==> config.mk <==
export PLATFORM = sky130hd
export DESIGN_NAME = reg_scoreboard
export DESIGN_NICKNAME = d
export VERILOG_FILES = /design/src/rtl/reg_scoreboard_pkg.sv /design/src/rtl/reg_scoreboard_counter.sv /design/src/rtl/reg_scoreboard.sv
export SDC_FILE = /design/constraint.sdc
export NUM_CORES = 1
export LEC_CHECK = 0
export CAP_MARGIN = 10
export CORE_AREA = 4 4 114 126
export CTS_CLUSTER_DIAMETER = 120
export CTS_CLUSTER_SIZE = 8
export DETAILED_ROUTE_END_ITERATION = 16
export DIE_AREA = 0 0 118 130
export HOLD_SLACK_MARGIN = 0.03
export PLACE_DENSITY_LB_ADDON = 0.05
export SLEW_MARGIN = 10
export SYNTH_ARGS = -nofsm -noshare
export SYNTH_HDL_FRONTEND = slang
export SYNTH_HIERARCHICAL = 1
export SYNTH_SLANG_ARGS = --single-unit
==> constraint.sdc <==
create_clock -name Clk -period 5.16 [get_ports Clk]
set_clock_uncertainty 0.05 [all_clocks]
set_input_delay 1.032 -clock Clk [delete_from_list [all_inputs] [get_ports Clk]]
set_output_delay 1.032 -clock Clk [all_outputs]
set_load 0.05 [all_outputs]
==> src/rtl/reg_scoreboard_pkg.sv <==
// Shared sizing and types for the register write scoreboard.
package reg_scoreboard_pkg;

  localparam int unsigned ADDR_W   = 5;
  localparam int unsigned NUM_REGS = 1 << ADDR_W;
  localparam int unsigned CNT_W    = 2;
  localparam int unsigned REG_ZERO = 0;
  localparam int unsigned CNT_MAX  = (1 << CNT_W) - 1;

  typedef logic [ADDR_W-1:0] reg_idx_t;
  typedef logic [CNT_W-1:0]  cnt_t;

endpackage

==> src/rtl/reg_scoreboard_counter.sv <==
// Saturating-by-construction pending-write counter for one register.
module reg_scoreboard_counter
  import reg_scoreboard_pkg::*;
(
  input  logic clk_i,
  input  logic rst_ni,
  input  logic inc_i,
  input  logic dec_i,
  input  logic clr_i,
  output cnt_t count_o,
  output logic nonzero_o,
  output logic at_max_o
);

  cnt_t count_q, count_d;

  // Next count: clear wins, simultaneous inc/dec cancel; caller never incs at max without a dec.
  always_comb begin
    count_d = count_q;
    if (clr_i) begin
      count_d = '0;
    end else if (inc_i && !dec_i) begin
      count_d = count_q + cnt_t'(1);
    end else if (dec_i && !inc_i) begin
      count_d = count_q - cnt_t'(1);
    end
  end

  // Count register.
  always_ff @(posedge clk_i or negedge rst_ni) begin
    if (!rst_ni) begin
      count_q <= '0;
    end else begin
      count_q <= count_d;
    end
  end

  assign count_o   = count_q;
  assign nonzero_o = (count_q != '0);
  assign at_max_o  = (count_q == cnt_t'(CNT_MAX));

endmodule

==> src/rtl/reg_scoreboard.sv <==
// Tracks outstanding register writes between issue and writeback, and raises Stall for RAW
// hazards or when a destination's pending-write counter is full.
module reg_scoreboard
  import reg_scoreboard_pkg::*;
#(
  parameter bit WB_BYPASS = 1'b1
) (
  input  logic                Clk,
  input  logic                Reset,
  input  logic                IssueValid,
  input  logic [ADDR_W-1:0]   IssueRs,
  input  logic [ADDR_W-1:0]   IssueRt,
  input  logic                IssueUsesRt,
  input  logic                IssueWrEn,
  input  logic [ADDR_W-1:0]   IssueDst,
  input  logic                WbValid,
  input  logic [ADDR_W-1:0]   WbDst,
  input  logic                Flush,
  output logic                Stall,
  output logic                IssueAccept,
  output logic [NUM_REGS-1:0] BusyMask,
  output logic                Underflow
);

  cnt_t                cnt [NUM_REGS];
  logic [NUM_REGS-1:0] nonzero;
  logic [NUM_REGS-1:0] at_max;
  logic [NUM_REGS-1:1] inc;
  logic [NUM_REGS-1:1] dec;
  logic                haz_rs, haz_rt, full_dst, uf_set;
  logic                underflow_q;

  // A source is hazardous while it has pending writes, unless the last one retires this cycle.
  function automatic logic src_hazard(reg_idx_t src, cnt_t src_cnt, logic wb_hit);
    logic bypass;
    bypass = WB_BYPASS && wb_hit && (src_cnt == cnt_t'(1));
    return (src != reg_idx_t'(REG_ZERO)) && (src_cnt != '0) && !bypass;
  endfunction

  // Register 0 is never tracked.
  assign cnt[0]     = '0;
  assign nonzero[0] = 1'b0;
  assign at_max[0]  = 1'b0;

  for (genvar i = 1; i < NUM_REGS; i++) begin : g_cnt
    reg_scoreboard_counter u_cnt (
      .clk_i     (Clk),
      .rst_ni    (Reset),
      .inc_i     (inc[i]),
      .dec_i     (dec[i]),
      .clr_i     (Flush),
      .count_o   (cnt[i]),
      .nonzero_o (nonzero[i]),
      .at_max_o  (at_max[i])
    );
  end

  // Hazard and stall decision for the instruction presented by decode.
  always_comb begin
    haz_rs      = src_hazard(IssueRs, cnt[IssueRs], WbValid && (WbDst == IssueRs));
    haz_rt      = src_hazard(IssueRt, cnt[IssueRt], WbValid && (WbDst == IssueRt));
    // A full counter can still take one more write if a writeback frees a slot this cycle.
    full_dst    = IssueWrEn && (IssueDst != reg_idx_t'(REG_ZERO)) && at_max[IssueDst] &&
                  !(WbValid && (WbDst == IssueDst));
    Stall       = IssueValid && (haz_rs || (IssueUsesRt && haz_rt) || full_dst);
    IssueAccept = IssueValid && !Stall;
  end

  // Per-register increment on accepted issue, decrement on writeback of a pending register.
  always_comb begin
    inc = '0;
    dec = '0;
    for (int i = 1; i < NUM_REGS; i++) begin
      inc[i] = IssueAccept && IssueWrEn && (IssueDst == reg_idx_t'(i));
      dec[i] = WbValid && (WbDst == reg_idx_t'(i)) && nonzero[i];
    end
  end

  assign uf_set = WbValid && !Flush && (WbDst != reg_idx_t'(REG_ZERO)) && !nonzero[WbDst];

  // Sticky underflow flag; only reset clears it.
  always_ff @(posedge Clk or negedge Reset) begin
    if (!Reset) begin
      underflow_q <= 1'b0;
    end else if (uf_set) begin
      underflow_q <= 1'b1;
    end
  end

  assign BusyMask  = nonzero;
  assign Underflow = underflow_q;

endmodule

# Yosys cells after proc, flatten, opt, wreduce, memory -nomap -nowiden
# Index checks and enable logic that the tools add are counted.
[word_totals]
reg_bits = 63
input_bits = 27
output_inout_bits = 35
word_cells = 613
[classes]
add_sub_neg = 62
magnitude_cmp = 4
n_eq_ne = 98
n_mux = 103
n_bitwise = 2
n_reduce_logical = 312
[op_table]
columns = ["operator", "n"]
rows = [
  ["2-to-1 mux 2 bit", 97],
  ["logical AND 1 bit", 174],
  ["equality test 5 bit, second input constant", 32],
  ["nonzero test 3 bit", 31],
  ["equality test 5 x 4 -> 1 bit, second input constant", 16],
  ["logical NOT 1 bit", 68],
  ["nonzero test 2 bit", 33],
  ["adder 2 x 1 -> 2 bit, second input constant", 31],
  ["equality test 2 bit, second input constant", 31],
  ["subtractor 2 x 1 -> 2 bit, second input constant", 31],
  ["equality test 5 x 3 -> 1 bit, second input constant", 8],
  ["binary-select mux 2 bit (select 5 bit)", 2],
  ["equality test 5 x 2 -> 1 bit, second input constant", 4],
  ["nonzero test 5 bit", 4],
  ["equality test 5 bit", 3],
  ["greater-or-equal comparator 6 bit, second input constant", 2],
  ["< comparator 5 x 6 -> 1 bit, second input constant", 2],
  ["NOT 5 -> 6 bit", 2],
  ["binary-select mux 1 bit (select 5 bit)", 2],
  ["equality test 5 x 1 -> 1 bit, second input constant", 2],
  ["equality test 2 x 1 -> 1 bit, second input constant", 2],
  ["logical OR 1 bit", 2],
  ["2-to-1 mux 1 bit", 2],
]

# Logic depth before layout (Yosys ltp)
[depth]
word_depth = 21
ltp_mapped = 15

# By module
# The synthesis kept the hierarchy.
[modules_own_cells]
columns = ["mod", "instances", "cells_per_inst", "area_each_um2"]
rows = [
  ["reg_scoreboard_counter", 31, 12, 117.6],
  ["reg_scoreboard", 1, 302, 2523.7],
]

# Worst setup path after synthesis
# Ideal clock, no wire load.
[synth_timing]
path_kind = "input to output"
startpoint = "input port IssueRs[0]"
endpoint = "output port IssueAccept"
arrival_time_ns = 3.837
required_ns = 4.078
setup_slack_ns = 0.241
cell_stages = 9
n_path_buf = 3
cell_sequence = "buf_2 -> mux4_2 -> mux2_2 -> a311oi_2 -> nand4_1 -> or4_1 -> buf_2 -> buf_6 -> nor2_1"
[synth_via]
elab_chain_len = 13
elab_cells_between_ends = 18
cone_classes = "eq/ne: 2; mux: 3; bitwise: 1; reduce/logical: 12"
[synth_lines]
columns = ["item", "line_no", "source"]
rows = [
  ["start: declaration", "reg_scoreboard.sv:11", "input logic [ADDR_W-1:0] IssueRs,"],
  ["NOT 5 -> 6 bit (implied by the code)", "reg_scoreboard.sv:60", "haz_rs = src_hazard(IssueRs, cnt[IssueRs], WbValid && (WbDst == IssueRs));"],
  ["binary-select mux 2 bit (select 5 bit)", "reg_scoreboard.sv:60", ""],
  ["2-to-1 mux 2 bit (implied by the code) (2 in series)", "reg_scoreboard.sv:60", ""],
  ["equality test 2 x 1 -> 1 bit", "reg_scoreboard.sv:36", "bypass = WB_BYPASS && wb_hit && (src_cnt == cnt_t'(1));"],
  ["logical AND 1 bit", "reg_scoreboard.sv:36", ""],
  ["logical NOT 1 bit", "reg_scoreboard.sv:37", "return (src != reg_idx_t'(REG_ZERO)) && (src_cnt != '0) && !bypass;"],
  ["logical AND 1 bit (*)", "reg_scoreboard.sv:37", ""],
  ["logical OR 1 bit (*) (2 in series)", "reg_scoreboard.sv:65", "Stall = IssueValid && (haz_rs || (IssueUsesRt && haz_rt) || full_dst);"],
  ["logical AND 1 bit (*)", "reg_scoreboard.sv:65", ""],
  ["logical NOT 1 bit (*)", "reg_scoreboard.sv:66", "IssueAccept = IssueValid && !Stall;"],
  ["logical AND 1 bit (*)", "reg_scoreboard.sv:66", ""],
  ["end: declaration", "reg_scoreboard.sv:20", "output logic IssueAccept,"],
]
# Every way passes the cells marked *; elsewhere a longest branch is shown, timed or not. The select of a mux whose other input is x is not followed.

# Worst setup path in the final report
[layout_timing]
startpoint = "input port IssueRt[0]"
endpoint = "output port Stall"
[layout_via]
elab_chain_len = 12
elab_cells_between_ends = 17
cone_classes = "eq/ne: 2; mux: 3; bitwise: 1; reduce/logical: 11"
[layout_lines]
columns = ["item", "line_no", "source"]
rows = [
  ["start: declaration", "reg_scoreboard.sv:12", "input logic [ADDR_W-1:0] IssueRt,"],
  ["NOT 5 -> 6 bit (implied by the code)", "reg_scoreboard.sv:61", "haz_rt = src_hazard(IssueRt, cnt[IssueRt], WbValid && (WbDst == IssueRt));"],
  ["binary-select mux 2 bit (select 5 bit)", "reg_scoreboard.sv:61", ""],
  ["2-to-1 mux 2 bit (implied by the code) (2 in series)", "reg_scoreboard.sv:61", ""],
  ["equality test 2 x 1 -> 1 bit", "reg_scoreboard.sv:36", ""],
  ["logical AND 1 bit", "reg_scoreboard.sv:36", ""],
  ["logical NOT 1 bit", "reg_scoreboard.sv:37", ""],
  ["logical AND 1 bit (*)", "reg_scoreboard.sv:37", ""],
  ["logical AND 1 bit (*)", "reg_scoreboard.sv:65", ""],
  ["logical OR 1 bit (*) (2 in series)", "reg_scoreboard.sv:65", ""],
  ["logical AND 1 bit (*)", "reg_scoreboard.sv:65", ""],
  ["end: declaration", "reg_scoreboard.sv:19", "output logic Stall,"],
]
# Marks and branches as above.

==> out/qor.txt <==
max layer used -> met4
IO Pins -> 62
CP Class -> input pin to output port
All-Layer GR Usage -> 27.5%
post-route insts no fill -> 901
gpl congestion -> 0.948
TritonCTS clock tree -> built
area share of the largest cell type after synthesis -> 25.6%
flops & latches, synth -> 63
Synth warnings -> 6
Synth area leaders -> dfrtp_1 (26%), mux4_2 (10%), xor2_1 (9.9%)
FF+latch area -> 1580 um2
Final min period -> 5.08 ns
number of global-route vias before repair -> 5,690
Worst-path clk slew -> 0.05 ns
PortBufs -> 60
crit end category -> output port
clock latency on the worst-skew pair -> 0.34 ns
pwr/cell area -> 188 nW/um2
Core ar. -> 13,100 um2
CTS sink cnt -> 63
Via density -> 6.25
cell taking the most area after synthesis -> dfrtp_1
number of antenna violations at the first check in global routing -> 0
total CTS buffers -> 9
post-synthesis xor/xnor area fraction -> 10.9%
Post-Syn Area per Cell -> 9.15 um2
Commonest cells post-synth -> xor2_1 (70), dfrtp_1 (63), nor2_1 (45)
Synth Area in Adders -> 6.29%
total number of vias -> 5,635
fill count -> 1,249
most common cell in the netlist -> xor2_1
maxcap violations -> 0
crit share post-route -> 98.5%
Starting Density -> 47.1%
Detailed Route WL -> 20.4 mm
LEAKAGE -> 3.30 nW
maximum clock insertion buffer count -> 2
fmax -> 197 MHz
Synth Instances -> 674
worst vdd ir -> 0.106 mV
Setup WS pre-CTS -> -0.0496 ns
EDFF count, synth -> 0
Worst Path Max Fanout -> 22
final hold vios -> 0
ant diodes -> 0
final-report max-slew violation count -> 0
first-pass GRT wire length -> 32.3 mm
fin worst setup slack -> 0.0794 ns
simple-gate portion of the synthesized area -> 24.2%
CTS Hold Buffers Added -> 0
startpoint types -> input pin
M1 WL -> 9.04 mm
Most used DFF post-synth -> dfrtp_1
multiplexer share of the synthesized area -> 17.8%
H-tree depth -> 3
Initial DRC Count -> 449
DR WL/cell -> 22.7 um
die height -> 130 um
total iterations of the first detailed-routing run -> 5
outcome -> completed
asr flop ratio synth -> 100%
largest family of logic cells by synthesized area -> simple AND/OR/NAND/NOR gates
WP data arrival -> 4.00 ns
CTS root buf -> clkbuf_16
routed wl met3 -> 1.24 mm
largest net degree at the start of global routing -> 41
Placed Cells incl. Taps -> 885
RSZ-0062 raised after global routing -> false
CTS resizes -> 0
layout cell share with drive strength beyond 1 -> 15.0%
met2 wire len -> 9.34 mm
Synth Cell Area -> 6170 um2
Area growth syn-to-layout -> 18.7%
Die Area -> 15,300 um2
post-route antenna net violation count -> 0
DP Wirelength -> 15.4 mm
Max-Slew Margin vs Limit -> 31.7%
worst-margin pin slew -> 1.02 ns
nets@finish -> 793
Netlist cell types -> 49
row cnt -> 44
postcts setup bufs -> 0
grt ovf -> 0
Critical Path RT -> 4.08 ns
# DRC -> 0
syn_nets -> 732
post-synthesis sequential area ratio -> 25.6%
area fraction in compound gates after synthesis -> 10.2%
Hold Path Class -> register to register
Final setup viols -> 0
area of the multi-input gates -> 4280 um2
Die X -> 118 um
[worst max-delay path: stages]
cell,delay [ns]
clkdlybuf4s50_1,0.50
buf_12,0.20
mux4_1,0.57
mux4_2,0.47
nand4b_1,0.11
nand4_1,0.08
or4_1,0.63
and2_1,0.21
buf_4,0.19
[cells in the final DEF, fill, tap and decap left out, types with 6 or more instances in the layout]
cell,netlist,layout
mux2i_1,23,23
mux2_2,7,7
clkdlybuf4s50_1,0,56
nand2_1,12,12
inv_1,39,39
xor2_1,70,70
ha_1,31,31
clkbuf_16,0,9
dfrtp_1,63,63
nor2_1,45,45
buf_4,1,21
nor2b_1,13,13
nor3_1,39,39
mux4_1,6,6
and3_1,32,32
or2_1,31,31
xnor2_1,7,7
a21oi_1,42,42
mux4_2,28,28
or3_1,33,33
and2_2,31,31
o21ai_0,34,34
[worst paths after layout]
kind	from	depth (start not counted)	slack [ns]	to
worst max-delay path	IssueRt[0]	9	0.08	Stall
worst max register to register	g_cnt[15].u_cnt/count_o[0]$_DFFE_PN0P_	13	1.10	g_cnt[24].u_cnt/count_o[1]$_DFFE_PN0P_
min in group asynchronous	Reset	1	0.65	g_cnt[16].u_cnt/count_o[1]$_DFFE_PN0P_
worst min register to register	Underflow$_DFFE_PN0P_	1	0.42	Underflow$_DFFE_PN0P_
worst min-delay path	Underflow$_DFFE_PN0P_	1	0.42	Underflow$_DFFE_PN0P_
max in group asynchronous	Reset	2	3.44	g_cnt[7].u_cnt/count_o[1]$_DFFE_PN0P_
[report_power, final]
part / internal, mW / total, mW / switching, mW / leakage [nW]
Clock: 0.412 / 0.642 / 0.230 / 0.156
Sequential: 0.497 / 0.501 / 0.00450 / 0.874
Combinational: 0.0852 / 0.235 / 0.150 / 2.27
Total: 0.994 / 1.38 / 0.384 / 3.30
[layer usage]
| layer | vias up | GRT usage, % |
|---|---|---|
| li1 | 2553 | - |
| met1 | 2790 | 37.3 |
| met2 | 245 | 43.9 |
| met3 | 47 | 3.68 |
| met4 | 0 | 13.2 |
| met5 | - | 0 |
[final cells by class]
| class | count | area share [%] |
|---|---|---|
| clock buffer | 13 | 3.69 |
| clock inverter | 3 | 0.547 |
| inverter | 39 | 2.00 |
| multi-input combinational | 539 | 58.5 |
| sequential | 63 | 21.5 |
| tap | 161 | 2.75 |
| timing repair buffer | 83 | 11.0 |
[cells by family (layout without fill, tap and decap cells)]
| logic type | after synthesis | after routing |
|---|---|---|
| AO/OA/AOI/OAI | 105 | 105 |
| XOR/XNOR | 77 | 77 |
| adder cells (fa/ha/maj) | 31 | 31 |
| buffers and inverters | 72 | 138 |
| flip-flops | 63 | 63 |
| multiplexers | 64 | 64 |
| other | 1 | 1 |
| AND/OR/NAND/NOR | 261 | 261 |
[sequential cells by signal (all words and copies together), names as in the netlist]
register             flops
Underflow                1
g_cnt.u_cnt/count_o     62
[through the flow]
| step | setup TNS [ns] | instance area (um2) | hold WS [ns] | total power, mW | util [%] |
|---|---|---|---|---|---|
| 2_1_floorplan | 0 | 6170 | 0.495 | 0.641 | - |
| 3_3_place_gp | -0.0202 | 7010 | 0.403 | 0.742 | 53.5 |
| 3_5_place_dp | -0.118 | 7010 | 0.410 | 0.743 | 53.5 |
| 4_1_cts | 0 | 7320 | 0.422 | 1.39 | 55.9 |
| 5_1_grt | 0 | 7320 | 0.441 | 1.43 | 55.9 |
| 6_report | 0 | 7320 | 0.418 | 1.38 | 55.9 |
Note: power is estimated with default switching activity, not from simulation.
